<file path="src/rtl/fifo_read_stream.sv">
// Read-side FIFO consumer: pops words, absorbs the one-cycle RAM latency in a 2-entry buffer,
// and presents them as a valid/ready stream with burst-last tags. Optional RD_STREAM_STATS_EN adds o_word_cnt.
module fifo_read_stream #(
  parameter int RAM_WIDTH = 8,
  parameter int BURST_LEN = 4,
  parameter int CNT_WIDTH = 16
) (
  input  logic                 r_clk,
  input  logic                 r_rst,
  input  logic                 r_empty,
  input  logic [RAM_WIDTH-1:0] r_data,
  output logic                 r_req,
  output logic                 o_valid,
  input  logic                 o_ready,
  output logic [RAM_WIDTH-1:0] o_data,
  output logic                 o_last
`ifdef RD_STREAM_STATS_EN
  ,
  output logic [CNT_WIDTH-1:0] o_word_cnt
`endif
);

  localparam int BW = (BURST_LEN > 1) ? $clog2(BURST_LEN) : 1;

  typedef enum logic [1:0] {
    EMPTY = 2'd0,
    ONE   = 2'd1,
    TWO   = 2'd2
  } occ_t;

  if (BURST_LEN < 1 || CNT_WIDTH < 1) begin : g_param_check
    $error("fifo_read_stream: BURST_LEN and CNT_WIDTH must be >= 1");
  end

  occ_t                 occ;
  occ_t                 occ_next;
  logic                 inflight;
  logic [BW-1:0]        burst_cnt;
  logic [RAM_WIDTH-1:0] buf1_data;
  logic                 buf1_last;

  logic pop;
  logic out_fire;
  logic is_last;
  logic wr_head;

  assign o_valid  = (occ != EMPTY);
  assign out_fire = o_valid & o_ready;
  assign pop      = r_req & ~r_empty;
  assign is_last  = (burst_cnt == BW'(BURST_LEN - 1));

  // Pop only when the word is guaranteed a slot: either spare room, or a slot frees up this cycle.
  assign r_req = ~r_rst & ((occ == EMPTY) | ((occ == ONE) & ~inflight) | out_fire);

  // The arriving word lands in the head slot when the buffer is (or is about to become) empty.
  assign wr_head = (occ == EMPTY) | ((occ == ONE) & out_fire);

  always_comb begin
    occ_next = occ;
    unique case (occ)
      EMPTY:   occ_next = inflight ? ONE : EMPTY;
      ONE:     occ_next = (inflight == out_fire) ? ONE : (inflight ? TWO : EMPTY);
      TWO:     occ_next = out_fire ? (inflight ? TWO : ONE) : TWO;
      default: occ_next = EMPTY;
    endcase
  end

  // NOTE: state is updated with non-blocking assignments so every read in this block sees pre-edge values.
  always_ff @(posedge r_clk) begin
    if (r_rst) begin
      occ       <= EMPTY;
      inflight  <= 1'b0;
      burst_cnt <= '0;
      // NOTE: the buffer slots are reset because the head slot drives o_data/o_last directly.
      o_data    <= '0;
      o_last    <= 1'b0;
      buf1_data <= '0;
      buf1_last <= 1'b0;
    end else begin
      inflight <= pop;
      occ      <= occ_next;

      if (out_fire) begin
        o_data <= buf1_data;
        o_last <= buf1_last;
      end

      // Capture happens exactly one cycle after the pop; the tag is fixed here.
      if (inflight) begin
        burst_cnt <= is_last ? '0 : burst_cnt + 1'b1;
        if (wr_head) begin
          o_data <= r_data;
          o_last <= is_last;
        end else begin
          buf1_data <= r_data;
          buf1_last <= is_last;
        end
      end
    end
  end

`ifdef RD_STREAM_STATS_EN
  always_ff @(posedge r_clk) begin
    if (r_rst) begin
      o_word_cnt <= '0;
    end else if (out_fire) begin
      o_word_cnt <= o_word_cnt + 1'b1;
    end
  end
`endif

  a_no_overflow: assert property (@(posedge r_clk) disable iff (r_rst) !((occ == TWO) && inflight));

endmodule

</file>
<file path="config.mk">
export PLATFORM = sky130hd
export DESIGN_NAME = fifo_read_stream
export DESIGN_NICKNAME = d
export VERILOG_FILES = /design/src/rtl/fifo_read_stream.sv
export SDC_FILE = /design/constraint.sdc
export NUM_CORES = 1
export LEC_CHECK = 0
export BUFFER_PORTS_ARGS = -buffer_cell sky130_fd_sc_hd__buf_2
export CORE_UTILIZATION = 32
export CTS_CLUSTER_SIZE = 12
export DETAILED_ROUTE_END_ITERATION = 12
export GPL_TIMING_DRIVEN = 0
export PLACE_DENSITY = 0.53
export SETUP_SLACK_MARGIN = 0.5
export SLEW_MARGIN = 20
export SYNTH_ARGS = -nofsm -noshare
export SYNTH_HDL_FRONTEND = slang
export SYNTH_SLANG_ARGS = --single-unit
</file>
<file path="constraint.sdc">
create_clock -name r_clk -period 3.5 [get_ports r_clk]
set_clock_uncertainty 0.15 [all_clocks]
set_input_delay 0.35 -clock r_clk [delete_from_list [all_inputs] [get_ports r_clk]]
set_output_delay 0.35 -clock r_clk [all_outputs]
set_load 0.005 [all_outputs]
</file>
**Word-level counts from Yosys, hierarchy flattened**

Index checks and enable logic that the tools add are counted.

- Register bits: 23
- Input bits: 12
- Output and inout port bits: 11
- Word-level logic and storage cells: 40

- Add/subtract/negate cells: 1
- Equality and inequality tests: 4
- Multiplexer cells: 13
- Bitwise gates (word level): 12
- Reduce and logical (&&, ||, !) cells: 3

Operators with widths:

| cell | count |
|---|---|
| $mux W8 | 3 |
| $mux W2 | 5 |
| $pmux W2 S3 | 1 |
| $and A1 B1 Y1 | 5 |
| $eq A2 B2 Y1 const B | 2 |
| $mux W1 | 4 |
| $not A1 Y1 | 4 |
| $or A1 B1 Y1 | 3 |
| $add A2 B1 Y2 const B | 1 |
| $eq A2 B1 Y1 const B | 1 |
| $logic_not A2 Y1 | 1 |
| $reduce_and A2 Y1 | 1 |
| $reduce_bool A2 Y1 | 1 |
| $eq A1 B1 Y1 | 1 |

**Depth between registers and ports, before layout**

- Word-level depth: 6
- Depth in mapped cells: 7

**Worst setup path after synthesis**

Ideal clock, no wire load.

- Kind: register -> register
- Start point: register occ[1]
- End point: register occ[0]
- Setup time: 0.119 ns
- Data arrival time: 1.367 ns
- Required time: 3.231 ns
- Setup slack: 1.865 ns
- Cell stages (with the launch flop): 8
- Buffers on the path: 1
- Period minus slack after synthesis: 1.635 ns
- Cell sequence: dfxtp_1 -> o21a_1 -> buf_2 -> inv_2 -> ha_1 -> mux2i_1 -> o22ai_1 -> nor2b_1

- Word-level cells in the longest chain between the ends: 5
- Elaborated cells on any way between the ends: 9

RTL lines:

| item | line | RTL |
|---|---|---|
| from (decl) | 35 | `occ_t occ;` |
| from (signal assigned) | 81 | `occ <= occ_next;` |
| $reduce_bool A2 Y1 | 47 | `assign o_valid = (occ != EMPTY);` |
| $and A1 B1 Y1 | 48 | `assign out_fire = o_valid & o_ready;` |
| $eq A1 B1 Y1 | 62 | `ONE: occ_next = (inflight == out_fire) ? ONE : (inflight ? TWO : EMPTY);` |
| $mux W2 | 62 |  |
| $pmux W2 S3 (*) | 60 | `unique case (occ)` |

Every way passes the cells marked *; elsewhere a longest branch is shown, timed or not.
A chain may end at the register's enable or synchronous reset.

**Worst setup path in the final report**

Same ends and word-level chain as after synthesis.

==> key figures <==
Run status
  • Status: finished clean

Clock tree
  • H-tree levels: 1
  • Clock Pin Slew Worst Setup and Hold Paths: 0.12 ns
  • Cts repair resizes: 0
  • TritonCTS Buffers: 3
  • CTS tree: built
  • Max Root-Sink Buffers: 2
  • # hold bufs at CTS: 0
  • CTS sink cnt: 23
  • CTS Root Cell: clkbuf_4
  • Worst skew pair latency: 0.30 ns
  • Setup bufs post-CTS: 0

Route
  • WL/cell: 12.7 um
  • Via density per instance: 4.73
  • Vias: 918
  • First drt pass iteration count: 4
  • DRC errors left: 0
  • Final WL: 2470 um
  • Starting DRC count in detailed routing: 39
  • Routed Antenna Nets: 0

Power and ir drop
  • Leak pwr: 0.515 nW
  • Logic pwr share: 17.2%
  • Sw Share: roughly a quarter
  • P per Cell Area: 359 nW/um^2
  • Int Pwr: 0.360 mW
  • Max VDD drop: a little under 0.2 mV
  • Clock Power Share: 25.0%
  • PnR Total Power: 0.488 mW
  • Sequential Power Share: around 58%
  • Switching power total: around 0.13 mW

Global routing
  • Gr usage total: 14.2%
  • Initial antenna violation count: 0
  • Vias in the first global route: around 950
  • Largest net degree at the start of global routing: 13
  • Global route overflow: 0
  • First-pass GRT wire length: roughly 4400 um

Setup path
  • Crit-path cells: o21a_1, buf_2, inv_2, ha_1, mux2i_1, o22ai_1, nor2b_1
  • CP required: between 3 and 4 ns
  • Crit path max-delay family: flip-flops
  • Type of destination of the critical path: flop
  • Worst path max stage delay: roughly 0.48 ns
  • WP data arrival: about 2.0 ns
  • Slowest stage cell, crit path: dfxtp_1
  • Crit path kind: reg2reg
  • CP Launch Type: flop
  • Buffers plus inverters on the worst setup path: 2
  • Critical-path maximum fanout: 10

Yosys
  • Cell taking the most area after synthesis: dfxtp_1
  • Yosys cell types: 24
  • Synth Register Bits: 23
  • Post-synth top area share: around two fifths
  • Ys async rst share: 0%
  • Main flop type after synthesis: dfxtp_1
  • Synth Net Count: 136
  • Post-synth EDFFs: 0
  • Post-Syn Instances: 122
  • Ranking of synthesized cells by area: dfxtp_1 40%, a311oi_2 12%, nand2b_1 11%
  • Ys Warns: 0
  • Sequential fraction of the synthesis area: 39.5%
  • Mapped Avg Cell Area: 9.55 um^2
  • Cell Area, Synth: 1160 um^2

Placement
  • IO Port Bufs: 22
  • Pre-CTS WS: 1.61 ns
  • Post-DP HPWL: 1750 um
  • Placed Instances: 190
  • Placed instance area: 1330 um^2
  • Gp weighted congestion: roughly 0.7

Floorplan
  • Die Ht: 62.3 um
  • Initial core utilization: 34.1%
  • Core area: 3420 um^2
  • FP Rows: 21
  • Top Ports: 23
  • Total die area: 3890 um^2
  • Die W: 62.3 um

Timing
  • Worst-Margin Slew: 0.323 ns
  • Worst hold slack: roughly 0.038 ns
  • Slew margin rel.: 78.5%
  • Final worst path period need: ~1.9 ns
  • Final setup margin: 1.60 ns
  • TNS Setup: 0 ns
  • Final period util: a little over half
  • Unrepaired setup endpoints after global routing: no
  • Final setup violation count: 0
  • Hold Fails Final Rpt: 0
  • Count of final max-slew check failures: 0
  • Maximum achievable frequency: 527 MHz

Finish
  • Post-route insts no fill: 194
  • Final Util: 39.8%
  • Area delta synth->final: 16.6%
  • Ant diodes: 0
  • Final-stage net count: 163
  • Fillers: 358
  • Share of layout cells above drive strength 1: 30.4%
  • Fin area: 1360 um^2

Worst hold path
  • Worst hold path type: in2reg

Flow run
  • Number of max-cap violations: 0
## kinds of logic after synthesis
kind of cell / share of synthesized area [%]
and+or+nand+nor: 27.4
DFF: 39.5
AOI/OAI and AO/OA: 14.7
buffers and inverters: 6.77
muxes: 9.45
adders and majority gates: 2.15
## flip-flops by register name, summed over array words and instances (netlist names)
register and count:
occ 2, o_last 1, buf1_last 1, inflight 1, buf1_data 8, o_data 8
burst_cnt 2
## power by group through the flow
stage	Clock [mW]	Sequential (mW)	Combinational, mW
3_3_place_gp	0	0.287	0.0836
6_report	0.122	0.282	0.0839
5_1_grt	0.141	0.284	0.0933
2_1_floorplan	0	0.288	0.0553
3_5_place_dp	0	0.288	0.0849
4_1_cts	0.130	0.282	0.0853
## cells in the final DEF (no fill, tap or decap), types with 2 or more instances in the layout
cell type,count
a21oi_1,3
o21a_1,2
nor2_1,4
a311oi_2,9
dfxtp_1,23
mux2i_1,11
ha_1,2
buf_2,25
buf_6,4
nand2b_1,21
nand2_1,18
clkbuf_4,3
nor3_1,10
clkbuf_1,2
## worst paths after layout
kind / start / end / slack, ns / cells after the start
setup / recovery: occ[1]$_SDFF_PP0_ / occ[0]$_SDFF_PP0_ / 1.60 / 7
hold / removal: r_empty / inflight$_SDFF_PP0_ / 0.04 / 2
setup reg to reg: occ[1]$_SDFF_PP0_ / occ[0]$_SDFF_PP0_ / 1.60 / 7
hold reg to reg: buf1_data[7]$_SDFFE_PP0P_ / buf1_data[7]$_SDFFE_PP0P_ / 0.33 / 2
## routing by layer
layer  share of wire [%]  GRT usage [%]
met1                  48           18.7
met4                0.73           2.62
met3                 3.3           4.04
met2                  48           23.2
met5                   0              0
## layout make-up
type	count	area (um^2)	area share (%)
timing repair buffer	22	110	8.10
tap	46	57.6	4.24
sequential	23	460	33.9
inverter	2	7.51	0.552
buffer	9	71.3	5.25
clock buffer	4	26.3	1.93
multi-input combinational	88	626	46.0
## synthesized netlist by cell type (2+ instances only)
cell / n
a21oi_1: 3
nor2_1: 4
dfxtp_1: 23
a311oi_2: 9
nor3_1: 10
o21a_1: 2
buf_2: 3
nand2b_1: 21
nand2_1: 18
mux2i_1: 11
ha_1: 2
buf_6: 4
Note: power is estimated with default switching activity, not from simulation.
